[config.mk]
export PLATFORM = sky130hd
export DESIGN_NAME = spi_reg_responder
export DESIGN_NICKNAME = d
export VERILOG_FILES = /design/src/rtl/spi_reg_pkg.sv /design/src/rtl/spi_sync_edge.sv /design/src/rtl/spi_reg_responder.sv
export SDC_FILE = /design/constraint.sdc
export NUM_CORES = 1
export LEC_CHECK = 0
export ABC_AREA = 1
export CAP_MARGIN = 20
export CORE_MARGIN = 2
export CORE_UTILIZATION = 53
export DETAILED_ROUTE_END_ITERATION = 16
export DONT_BUFFER_PORTS = 1
export PLACE_DENSITY = 0.71
export SYNTH_ARGS = -nofsm -noshare
export SYNTH_HDL_FRONTEND = slang
export SYNTH_SLANG_ARGS = --single-unit
[constraint.sdc]
create_clock -name clk -period 5.95 [get_ports clk]
set_input_delay 0.595 -clock clk [delete_from_list [all_inputs] [get_ports clk]]
set_output_delay 0.595 -clock clk [all_outputs]
set_load 0.02 [all_outputs]
[src/rtl/spi_reg_pkg.sv]
// Shared types and constants for the SPI register responder.
// Optional feature macro: SPI_REG_AUTOINC_EN (address auto-increment between burst bytes).
package spi_reg_pkg;

    localparam int NUM_REGS     = 16;
    localparam int ADDR_W       = 4;
    localparam int CMD_READ_BIT = 7;

    typedef enum logic [1:0] {
        IDLE = 2'd0,
        CMD  = 2'd1,
        DATA = 2'd2
    } state_e;

    // Address used for the next byte of a burst.
    function automatic logic [ADDR_W-1:0] next_addr(input logic [ADDR_W-1:0] a);
`ifdef SPI_REG_AUTOINC_EN
        return a + ADDR_W'(1);
`else
        return a;
`endif
    endfunction

endpackage

[src/rtl/spi_sync_edge.sv]
// Two-flop synchronizers for the SPI pins plus edge detection in the clk domain.
module spi_sync_edge (
    input  logic clk,
    input  logic resetn,
    input  logic cs_n_i,
    input  logic sclk_i,
    input  logic mosi_i,
    output logic cs_n_s,
    output logic cs_fall,
    output logic cs_rise,
    output logic sclk_rise,
    output logic sclk_fall,
    output logic mosi_s
);

    // Bits [1:0] are the synchronizer, bit [2] holds the previous synced value.
    logic [2:0] cs_q;
    logic [2:0] sclk_q;
    logic [1:0] mosi_q;

    always_ff @(posedge clk) begin
        if (!resetn) begin
            cs_q   <= 3'b111;
            sclk_q <= 3'b000;
            mosi_q <= 2'b00;
        end else begin
            cs_q   <= {cs_q[1:0], cs_n_i};
            sclk_q <= {sclk_q[1:0], sclk_i};
            mosi_q <= {mosi_q[0], mosi_i};
        end
    end

    assign cs_n_s    = cs_q[1];
    assign cs_fall   = cs_q[2] & ~cs_q[1];
    assign cs_rise   = ~cs_q[2] & cs_q[1];
    assign sclk_rise = ~sclk_q[2] & sclk_q[1];
    assign sclk_fall = sclk_q[2] & ~sclk_q[1];
    assign mosi_s    = mosi_q[1];

endmodule

[src/rtl/spi_reg_responder.sv]
// SPI mode-0 slave exposing 16 byte registers; command byte bit7 selects read/write.
// Define SPI_REG_AUTOINC_EN to auto-increment the address between burst bytes.
module spi_reg_responder
    import spi_reg_pkg::*;
#(
    parameter logic [7:0] STATUS_BYTE = 8'hA5,
    parameter logic [7:0] RESET_VAL   = 8'h00
) (
    input  logic              clk,
    input  logic              resetn,
    input  logic              SPI_CS,
    input  logic              SPI_Clk,
    input  logic              SPI_MOSI,
    output logic              SPI_MISO,
    input  logic [ADDR_W-1:0] rd_addr,
    output logic [7:0]        rd_data,
    output logic              wr_strobe,
    output logic [ADDR_W-1:0] wr_addr,
    output logic [7:0]        wr_data
);

    logic cs_n_s, cs_fall, cs_rise, sclk_rise, sclk_fall, mosi_s;

    spi_sync_edge u_sync (
        .clk       (clk),
        .resetn    (resetn),
        .cs_n_i    (SPI_CS),
        .sclk_i    (SPI_Clk),
        .mosi_i    (SPI_MOSI),
        .cs_n_s    (cs_n_s),
        .cs_fall   (cs_fall),
        .cs_rise   (cs_rise),
        .sclk_rise (sclk_rise),
        .sclk_fall (sclk_fall),
        .mosi_s    (mosi_s)
    );

    state_e            state_q, state_d;
    logic [2:0]        bitcnt_q, bitcnt_d;
    logic [7:0]        rx_q, rx_d;
    logic [7:0]        tx_q, tx_d;
    logic [ADDR_W-1:0] addr_q, addr_d;
    logic              rd_mode_q, rd_mode_d;
    logic              strobe_q, strobe_d;
    logic [ADDR_W-1:0] wa_q, wa_d;
    logic [7:0]        wd_q, wd_d;
    logic [1:0]        settle_q, settle_d;
    logic              armed_q, armed_d;
    logic [7:0]        regs_q [NUM_REGS];

    logic [7:0]        rx_byte;
    logic [ADDR_W-1:0] na;

    always_comb begin
        state_d   = state_q;
        bitcnt_d  = bitcnt_q;
        rx_d      = rx_q;
        tx_d      = tx_q;
        addr_d    = addr_q;
        rd_mode_d = rd_mode_q;
        strobe_d  = 1'b0;
        wa_d      = wa_q;
        wd_d      = wd_q;
        settle_d  = settle_q;
        armed_d   = armed_q;
        rx_byte   = {rx_q[6:0], mosi_s};
        na        = next_addr(addr_q);

        // Synced CS reads as idle-high for two clks after reset; a CS already low
        // then must not look like a fresh fall, so accept falls only once armed.
        if (settle_q != 2'd3) settle_d = settle_q + 2'd1;
        if (settle_q == 2'd3 && cs_n_s) armed_d = 1'b1;

        if (cs_rise) begin
            state_d  = IDLE;
            bitcnt_d = 3'd0;
            rx_d     = 8'h00;
            tx_d     = 8'h00;
        end else if (state_q == IDLE) begin
            if (cs_fall && armed_q) begin
                state_d  = CMD;
                bitcnt_d = 3'd0;
                rx_d     = 8'h00;
                tx_d     = STATUS_BYTE;
            end
        end else if (sclk_rise && !cs_n_s) begin
            rx_d     = rx_byte;
            bitcnt_d = bitcnt_q + 3'd1;
            if (bitcnt_q == 3'd7) begin
                if (state_q == CMD) begin
                    state_d   = DATA;
                    rd_mode_d = rx_byte[CMD_READ_BIT];
                    addr_d    = rx_byte[ADDR_W-1:0];
                    tx_d      = rx_byte[CMD_READ_BIT] ? regs_q[rx_byte[ADDR_W-1:0]] : STATUS_BYTE;
                end else begin
                    addr_d = na;
                    if (rd_mode_q) begin
                        tx_d = regs_q[na];
                    end else begin
                        tx_d     = STATUS_BYTE;
                        strobe_d = 1'b1;
                        wa_d     = addr_q;
                        wd_d     = rx_byte;
                    end
                end
            end
        end else if (sclk_fall && !cs_n_s && bitcnt_q != 3'd0) begin
            tx_d = {tx_q[6:0], 1'b0};
        end
    end

    always_ff @(posedge clk) begin
        if (!resetn) begin
            state_q   <= IDLE;
            bitcnt_q  <= 3'd0;
            rx_q      <= 8'h00;
            tx_q      <= 8'h00;
            addr_q    <= '0;
            rd_mode_q <= 1'b0;
            strobe_q  <= 1'b0;
            wa_q      <= '0;
            wd_q      <= 8'h00;
            settle_q  <= 2'd0;
            armed_q   <= 1'b0;
            for (int i = 0; i < NUM_REGS; i++) regs_q[i] <= RESET_VAL;
        end else begin
            state_q   <= state_d;
            bitcnt_q  <= bitcnt_d;
            rx_q      <= rx_d;
            tx_q      <= tx_d;
            addr_q    <= addr_d;
            rd_mode_q <= rd_mode_d;
            strobe_q  <= strobe_d;
            wa_q      <= wa_d;
            wd_q      <= wd_d;
            settle_q  <= settle_d;
            armed_q   <= armed_d;
            if (strobe_d) regs_q[wa_d] <= wd_d;
        end
    end

    assign SPI_MISO  = (state_q != IDLE) & tx_q[7];
    assign rd_data   = regs_q[rd_addr];
    assign wr_strobe = strobe_q;
    assign wr_addr   = wa_q;
    assign wr_data   = wd_q;

endmodule

==> results of run 1 <==
[final cells by class]
| cell class | instances | area, um2 | share of cell area, % |
|---|---|---|---|
| clock buffer | 21 | 471.7 | 4.160 |
| clock inverter | 11 | 111.4 | 0.9820 |
| inverter | 123 | 471.7 | 4.160 |
| multi-input combinational | 965 | 4872 | 42.97 |
| sequential | 181 | 4911 | 43.31 |
| tap | 265 | 331.6 | 2.924 |
| timing repair buffer | 12 | 170.2 | 1.501 |
[worst paths after layout]
| check | from | endpoint | slack (ns) |
|---|---|---|---|
| worst max register to register | bitcnt_q[1] | regs_q[4][6] | 2.91 |
| worst max-delay path | bitcnt_q[1] | regs_q[4][6] | 2.91 |
| worst min-delay path | resetn | u_sync.cs_q[2] | 0.23 |
| worst min register to register | u_sync.mosi_q[0] | u_sync.mosi_q[1] | 0.41 |
[cells by family (layout without fill, tap and decap cells)]
family	after synthesis	after routing	synth area share [%]
xor gates and xnor gates	1	1	0.08279
DFF	181	181	46.35
adders and majority gates	4	4	0.4730
buffers and inverters	215	167	7.875
and+or+nand+nor	666	666	28.79
muxes	3	3	0.2838
AOI/OAI and AO/OA	291	291	16.14
[state kept, by name, summed over array words and instances, names as in the netlist, 3 cells and up, named ones only]
name / flops
regs_q: 128
tx_q: 8
wr_data: 8
rx_q: 7
addr_q: 4
wr_addr: 4
bitcnt_q: 3
u_sync.cs_q: 3
u_sync.sclk_q: 3
[cells in the final DEF (no fill, tap or decap), types with 8 or more instances in the layout]
cell	instances
sky130_fd_sc_hd__a21oi_1	106
sky130_fd_sc_hd__buf_4	8
sky130_fd_sc_hd__clkbuf_16	18
sky130_fd_sc_hd__dfxtp_1	50
sky130_fd_sc_hd__edfxtp_1	128
sky130_fd_sc_hd__inv_1	111
sky130_fd_sc_hd__nand2_1	317
sky130_fd_sc_hd__nand2_4	12
sky130_fd_sc_hd__nand3_1	137
sky130_fd_sc_hd__nor2_1	133
sky130_fd_sc_hd__nor2_2	34
sky130_fd_sc_hd__o211ai_1	62
sky130_fd_sc_hd__o21ai_0	98
sky130_fd_sc_hd__o221ai_1	11
sky130_fd_sc_hd__or2_2	11
[metrics by stage]
step / worst slack [ns] / hold slack (ns) / cell area [um2] / power, mW / cells
floorplan: 3.446 / 0.3905 / 10580 / 1.571 / 1361
global placement: 3.026 / 0.4003 / 10650 / 1.604 / 1542
detailed placement: 2.934 / 0.4008 / 10730 / 1.607 / 1545
CTS: 2.945 / 0.2222 / 11310 / 2.719 / 1577
global route: 2.722 / 0.2238 / 11340 / 2.795 / 1578
finish: 2.914 / 0.2339 / 11340 / 2.723 / 1578
[critical path, delay by kind of cell, from the launching register on]
| kind | cells | cell delay (ns) |
|---|---|---|
| AO/OA/AOI/OAI | 1 | 0.07 |
| adder cells (fa/ha/maj) | 2 | 0.30 |
| buffers and inverters | 2 | 0.30 |
| flip-flops | 1 | 0.35 |
| AND/OR/NAND/NOR | 6 | 1.68 |
[routing by layer]
layer  share of wire, %  vias to the layer above  global-route usage, %
li1                   -                     4443                      -
met1                 40                     4433                  42.28
met2                 46                      530                  49.88
met3                 10                       81                  8.868
met4                4.0                        0                  12.94
met5                  0                        -                      0
[synthesized netlist by cell type, types with 12 or more instances]
master	n
sky130_fd_sc_hd__nand2_1	317
sky130_fd_sc_hd__nand3_1	137
sky130_fd_sc_hd__nor2_1	133
sky130_fd_sc_hd__edfxtp_1	128
sky130_fd_sc_hd__inv_1	111
sky130_fd_sc_hd__a21oi_1	106
sky130_fd_sc_hd__o21ai_0	98
sky130_fd_sc_hd__clkbuf_1	72
sky130_fd_sc_hd__o211ai_1	62
sky130_fd_sc_hd__dfxtp_1	53
sky130_fd_sc_hd__nor2_2	34
sky130_fd_sc_hd__buf_2	13
sky130_fd_sc_hd__nand2_4	12
[power breakdown]
part           total [mW]  switching, mW  internal, mW
sequential           1.41         0.0291          1.38
combinational       0.174          0.122        0.0515
clock                1.14          0.515         0.624
==> results.toml, run 1 <==
[critical_path]
cp.required_ns = 6.05
setup.worst_path.start_class = "register"
reg2reg_depth = 11
critical-path-slowest-cell = "sky130_fd_sc_hd__nor3b_4"
category_of_the_critical_setup_timing_path = "register to register"
critPathMaxStageDelay_ns = 0.69
timing.critical_path.to_type = "register"
worstPathCellList = "ha_1 > ha_1 > inv_1 > nor2_4 > nand2_4 > inv_4 > nand2_4 > o21ai_2 > nor3b_4 > nand2_4 > nand2_1"
worst_ep_arrival_time_ns = 3.14
worstPathMaxFanout = 15
worst_path_most_repeated_cell = "sky130_fd_sc_hd__nand2_4"

[die]
die-height_um = 145.3
floorplan.initialDensity_pct = 54.19
fp.dieW_um = 145.3
area_of_the_placeable_core_um2 = 19530
design.die.area_um2 = 21110
core.rowCount = 51
io-pin-count = 31

[synthesis]
yosys.area.top_type = "sky130_fd_sc_hd__edfxtp_1"
yosys_warnings = 0
postSynthCellCount = 1361
synth.distinct_cells = 36
synth-seq-area-share_pct = 46.35
synth_enable_flop_cells = 128
syn_avg_cell_area_um2 = 7.775
synth.ff_latch_count = 181
synth.net_count = 1374
synth_top_area_cells = "sky130_fd_sc_hd__edfxtp_1 (36%), sky130_fd_sc_hd__nand2_1 (11%), sky130_fd_sc_hd__dfxtp_1 (10%), sky130_fd_sc_hd__nand3_1 (6.5%), sky130_fd_sc_hd__a21oi_1 (5.0%)"
syn_area_um2 = 10580
synthFlopType = "sky130_fd_sc_hd__edfxtp_1"
ys_async_sr_fraction_pct = 0
yosys.area.top_type_share_pct = 36.32

[job]
drv_cap = 0

[grt]
vias_in_the_first_global_route = 8781
grt_pass1_wl_mm = 51.34
grt_antenna_before_repair = 0
grt_overflow_total = 0
grt_start_max_net_pins = 129
grt_util_all_layers_pct = 31.99

[cts]
post_cts_resized = 0
cts-root-buf = "sky130_fd_sc_hd__clkbuf_16"
cts_tree = "built"
cts.sinks = 181
cts.reportedPaths.clkPinSlew_ns = 0.07
hold_buffers = 0
total_clock_buffers_created_by_cts = 17
cts-root-to-sink-buffers = 2
htree_levels = 4
cts_post_setup_buffers_inserted = 0
clk_latency_ns = 0.44

[detailed_routing]
drc = 0
antenna_violating_nets_post_route = 0
postRouteWirelength_mm = 33.70
drt-pass1-iter-count = 6
wl_per_cell_um = 21.35
drt_iter0_drc = 1318
vias = 9487
vias_per_cell = 6.012

[min_path]
min_delay_path_depth = 1
classification_of_the_worst_slack_hold_path = "primary input to register"

[power_and_ir_drop]
cellPowerDensity_nw_per_um2 = 240.2
cellLeakagePower_nw = 4.278
vdd_ir_drop_max_uv = 195.8

[layout]
post-route-util_pct = 58.07
fraction_of_final_layout_cells_sized_beyond_drive_strength_1_pct = 10.51
fillerInstances = 1840
flow.area_growth_from_synthesis_pct = 7.165
n_antenna_cell = 0
num-nets-final = 1313

[placement]
dp_hpwl_mm = 22.63
routabilityCongestion = 0.9359
port_buffers = 0

[sta]
clock.fmax_ghz = 0.3294
relSlewSlack_pct = 19.63
timing.final.max_slew_violations = 0
timing.final.crit_share_pct = 51.03
setup_tns_ns = 0
finalClockSkew_ns = 0.01071
setup_repair_after_global_routing_missed_its_margin = "no"
layout_min_cycle_time_ns = 3.036
hold_violations = 0
report.final.setup_viol = 0
worst_slew_pin_slew_ns = 1.206

[outcome]
run_status = "completed"
(Power assumes the default switching activity.)
==> run 2: changes to the inputs <==
Settings changed: PLACE_DENSITY 0.71 to 0.74.
Clock period 5.95 ns to 2.5 ns, I/O delays scaled along.
==> results.toml, run 2 (synthesis results as in run 1) <==
[outcome]
run_status = "completed"

[min_path]
classification_of_the_worst_slack_hold_path = "primary input to register"

[detailed_routing]
postRouteWirelength_mm = 32.52
wl_per_cell_um = 19.96
drc = 0
vias_per_cell = 5.899
vias = 9609
drt_iter0_drc = 1675
drt-pass1-iter-count = 6
antenna_violating_nets_post_route = 0

[layout]
num-nets-final = 1364
regMostFlops = "regs_q"
area.sequential_um2 = 4911
n_antenna_cell = 0
post-route-util_pct = 60.57
flow.area_growth_from_synthesis_pct = 11.77
multi_input_area_um2 = 4915
final_common_cell = "sky130_fd_sc_hd__nand2_1"
fraction_of_final_layout_cells_sized_beyond_drive_strength_1_pct = 14.74
top_library_cells_by_usage_in_the_layout_fill_and_taps_aside = "sky130_fd_sc_hd__nand2_1 (302), sky130_fd_sc_hd__nand3_1 (137), sky130_fd_sc_hd__nor2_1 (132), sky130_fd_sc_hd__edfxtp_1 (128), sky130_fd_sc_hd__inv_1 (111)"
largest_register_ffs = 128
fillerInstances = 1760

[grt]
grt_antenna_before_repair = 0
vias_in_the_first_global_route = 8840
grt_overflow_total = 0
grt_util_all_layers_pct = 30.98
grt_start_max_net_pins = 129
grt_pass1_wl_mm = 49.91

[cts]
htree_levels = 4
total_clock_buffers_created_by_cts = 17
cts.sinks = 181
cts_tree = "built"
cts-root-buf = "sky130_fd_sc_hd__clkbuf_16"
clk_latency_ns = 0.44
cts-root-to-sink-buffers = 2
cts.reportedPaths.clkPinSlew_ns = 0.07
cts_post_setup_buffers_inserted = 0

[sta]
hold_violations = 0
report.final.setup_viol = 0
layout_min_cycle_time_ns = 2.369
timing.final.crit_share_pct = 94.77
relSlewSlack_pct = 43.53
finalClockSkew_ns = 0.009814
timing.final.max_slew_violations = 0
setup_tns_ns = 0
setup_repair_after_global_routing_missed_its_margin = "no"
worst_slew_pin_slew_ns = 0.8418
clock.fmax_ghz = 0.4221

[placement]
port_buffers = 0
routabilityCongestion = 0.9870
dp_hpwl_mm = 22.47

[die]
design.die.area_um2 = 21110
io-pin-count = 31
die-height_um = 145.3
core.rowCount = 51
area_of_the_placeable_core_um2 = 19530
floorplan.initialDensity_pct = 54.19
fp.dieW_um = 145.3

[critical_path]
timing.critical_path.to_type = "register"
worstPathMaxFanout = 8
cp.required_ns = 2.78
setup.worst_path.start_class = "register"
category_of_the_critical_setup_timing_path = "register to register"
worst_ep_arrival_time_ns = 2.65

[power_and_ir_drop]
vdd_ir_drop_max_uv = 505.4
cellPowerDensity_nw_per_um2 = 541.9
cellLeakagePower_nw = 4.519

[job]
drv_cap = 0
[run 2: worst paths after layout]
check,endpoint,startpoint,slack (ns),cells past startpoint
setup reg to reg,regs_q[3][2],bitcnt_q[1],0.13,13
setup / recovery,regs_q[3][2],bitcnt_q[1],0.13,13
hold reg to reg,u_sync.mosi_q[1],u_sync.mosi_q[0],0.41,2
hold / removal,regs_q[0][5],resetn,0.07,1
[run 2: stage by stage]
step	instances	setup slack (ns)	total power, mW	hold slack, ns	area (um2)
after detailed placement	1592	0.03595	3.834	0.3331	11140
after floorplan	1361	0.1570	3.738	0.3476	10580
final	1629	0.1308	6.409	0.07424	11830
after CTS	1629	0.01736	6.408	0.1346	11770
after global placement	1592	0.09627	3.824	0.3259	11140
after global routing	1629	0.003158	6.602	0.06896	11830
[run 2: area by class of cell]
| type | instances | share of cell area, % |
|---|---|---|
| flip-flops and latches | 181 | 41.53 |
| clock inverters | 12 | 0.8993 |
| inverters | 123 | 3.989 |
| clock buffers | 20 | 3.957 |
| multi-input cells | 965 | 41.56 |
| repair buffers | 63 | 5.269 |
| well taps | 265 | 2.804 |
[run 2: timing repair]
| item | 4_1_cts | 5_1_grt |
|---|---|---|
| hold buffers | 5 | 0 |
| resized for setup | 1 | 19 |
| setup endpoints to repair | 8 | 113 |
| cloned | 0 | 0 |
| endpoints found under the hold margin | 17 | 0 |
[run 2: report_power, final]
part           leakage, nW  internal (mW)  total (mW)  switching [mW]
combinational         2.48          0.146       0.433           0.287
clock                0.289           1.43        2.61            1.19
sequential            1.75           3.29        3.36          0.0726
total                 4.52           4.86        6.41            1.55
[run 2: worst max-delay path, cell delays in order (launching register included)]
cell and delay (ns):
sky130_fd_sc_hd__dfxtp_1 0.33, sky130_fd_sc_hd__ha_1 0.19, sky130_fd_sc_hd__ha_1 0.19, sky130_fd_sc_hd__inv_1 0.09, sky130_fd_sc_hd__nor2_4 0.05, sky130_fd_sc_hd__nand2_4 0.13
sky130_fd_sc_hd__inv_4 0.08, sky130_fd_sc_hd__or2_1 0.25, sky130_fd_sc_hd__o21ai_4 0.16, sky130_fd_sc_hd__inv_6 0.09, sky130_fd_sc_hd__nor2_8 0.25, sky130_fd_sc_hd__nand2_4 0.09
sky130_fd_sc_hd__buf_4 0.18, sky130_fd_sc_hd__nor2_1 0.13
[run 2: routing by layer]
metal / part of all wire (%) / wire length (um) / global-route usage [%] / vias up
li1: - / - / - / 4542
met1: 39 / 12530 / 40.73 / 4387
met2: 46 / 14830 / 48.77 / 574
met3: 11 / 3531 / 6.541 / 106
met4: 5.0 / 1637 / 15.29 / 0
met5: 0 / 0 / 0 / -
==> run 3: changes to the inputs <==
==> constraint.sdc (replaced) <==
create_clock -name clk -period 2.5 [get_ports clk]
set_input_delay 0.5 -clock clk [delete_from_list [all_inputs] [get_ports clk]]
set_output_delay 0.5 -clock clk [all_outputs]
set_load 0.02 [all_outputs]
==> results.toml, run 3 (synthesis results as in run 1) <==
[sta]
relSlewSlack_pct = 44.78
report.final.setup_viol = 0
clock.fmax_ghz = 0.4123
timing.final.max_slew_violations = 0
timing.final.crit_share_pct = 97.02
layout_min_cycle_time_ns = 2.425
setup_repair_after_global_routing_missed_its_margin = "no"
hold_violations = 0
setup_tns_ns = 0
worst_slew_pin_slew_ns = 0.8231
finalClockSkew_ns = 0.01148

[detailed_routing]
drt_iter0_drc = 1403
drt-pass1-iter-count = 7
vias = 9681
antenna_violating_nets_post_route = 0
postRouteWirelength_mm = 32.75
wl_per_cell_um = 20.20
drc = 0
vias_per_cell = 5.972

[critical_path]
critPathMaxStageDelay_ns = 0.41
critPathBufInv = 1
reg2reg_depth = 12
rr_startpoint = "bitcnt_q[0]"
worst_path_most_repeated_cell = "sky130_fd_sc_hd__o21ai_0"
critical-path-slowest-cell = "sky130_fd_sc_hd__edfxtp_1"
timing.critical_path.to_type = "primary output"
timing.critical_path.from = "regs_q[8][4]"
category_of_the_critical_setup_timing_path = "register to primary output"
worstPathMaxFanout = 3
cell_family_with_most_cp_delay = "compound AO/OA/AOI/OAI gates"
worst_ep_arrival_time_ns = 1.93
cp.required_ns = 2.00
critical_path.reg2reg.endpoint = "regs_q[8][6]"
setup.worst_path.start_class = "register"
worstPathCellList = "o21ai_0 > nand2_1 > o221ai_1 > o21ai_0 > buf_4"
worst-r2r-setup-slack_ns = 0.11

[die]
fp.dieW_um = 145.3
floorplan.initialDensity_pct = 54.19
core.rowCount = 51
design.die.area_um2 = 21110
area_of_the_placeable_core_um2 = 19530
die-height_um = 145.3
io-pin-count = 31

[layout]
post-route-util_pct = 60.41
final_common_cell = "sky130_fd_sc_hd__nand2_1"
n_antenna_cell = 0
largest_register_ffs = 128
flow.area_growth_from_synthesis_pct = 11.47
regMostFlops = "regs_q"
fraction_of_final_layout_cells_sized_beyond_drive_strength_1_pct = 14.68
num-nets-final = 1356
top_library_cells_by_usage_in_the_layout_fill_and_taps_aside = "sky130_fd_sc_hd__nand2_1 (301), sky130_fd_sc_hd__nand3_1 (137), sky130_fd_sc_hd__nor2_1 (133), sky130_fd_sc_hd__edfxtp_1 (128), sky130_fd_sc_hd__inv_1 (111)"

[cts]
total_clock_buffers_created_by_cts = 17
cts.reportedPaths.clkPinSlew_ns = 0.08
cts.sinks = 181
cts_tree = "built"
clk_latency_ns = 0.44
htree_levels = 4
cts-root-to-sink-buffers = 2
hold_buffers = 0
cts-root-buf = "sky130_fd_sc_hd__clkbuf_16"

[placement]
dp_hpwl_mm = 22.27
routabilityCongestion = 0.9732
port_buffers = 0

[power_and_ir_drop]
vdd_ir_drop_max_uv = 466.3
cellPowerDensity_nw_per_um2 = 555.9
cellLeakagePower_nw = 4.495

[grt]
grt_antenna_before_repair = 0
grt_overflow_total = 0
vias_in_the_first_global_route = 8878
grt_util_all_layers_pct = 31.04
grt_pass1_wl_mm = 49.99
grt_start_max_net_pins = 129

[min_path]
hold_start = "resetn"
hold_end = "u_sync.cs_q[2]"
min_delay_path_depth = 1
classification_of_the_worst_slack_hold_path = "primary input to register"

[job]
drv_cap = 0

[outcome]
run_status = "completed"
==> run 3: changes by cell type in the layout (fill, tap and decap cells not counted), moves of 2 or more <==
cell                            change
sky130_fd_sc_hd__buf_4              -3
sky130_fd_sc_hd__clkinv_2           -3
sky130_fd_sc_hd__clkinv_8           +3
sky130_fd_sc_hd__dlygate4sd3_1      -5
sky130_fd_sc_hd__inv_6              -2
sky130_fd_sc_hd__inv_8              +2
sky130_fd_sc_hd__o21ai_0            -2
sky130_fd_sc_hd__o21ai_1            +2
==> run 3: final cells by class <==
type                       count  area (um2)
tap                          265       331.6
multi-input combinational    965        4915
inverter                     123       471.7
fill                        1760        7731
sequential                   181        4911
clock inverter                13       151.4
clock buffer                  19       464.2
timing repair buffer          55       550.5
==> run 3: worst max-delay path by stage <==
stage,slack (ns),cells past startpoint,to
floorplan,0.16,12,regs_q[0][0]
global placement,0.12,12,regs_q[8][0]
detailed placement,0.03,12,regs_q[1][6]
CTS,0.002,12,regs_q[8][1]
global route,0.0009,13,regs_q[2][2]
finish,0.07,5,rd_data[4]
==> run 3: metrics by stage <==
| step | setup WS, ns | std cells | instance area (um2) | hold slack, ns | power, mW |
|---|---|---|---|---|---|
| after global placement | 0.1153 | 1589 | 11120 | 0.3919 | 3.824 |
| after CTS | 0.002055 | 1621 | 11750 | 0.1160 | 6.560 |
| final | 0.07459 | 1621 | 11800 | 0.1281 | 6.557 |
| after floorplan | 0.1570 | 1361 | 10580 | 0.3905 | 3.738 |
| after detailed placement | 0.03341 | 1589 | 11120 | 0.3999 | 3.833 |
| after global routing | 0.0008600 | 1621 | 11800 | 0.1275 | 6.750 |
==> run 3: report_power, final <==
part           internal, mW  switching (mW)
combinational         0.140           0.285
sequential             3.29          0.0688
clock                  1.43            1.34
==> run 3: what timing repair did <==
item | 4_1_cts | 5_1_grt
endpoints found under the setup margin | 32 | 119
gates resized for setup | 4 | 18
setup buffers | 0 | 0
==> run 3: layer usage <==
layer / vias up / GRT usage [%] / wire, um
met5: - / 0 / 0
met4: 0 / 15.49 / 1615
met3: 112 / 5.786 / 3367
met2: 563 / 48.15 / 14800
met1: 4474 / 41.85 / 12960
li1: 4532 / - / -
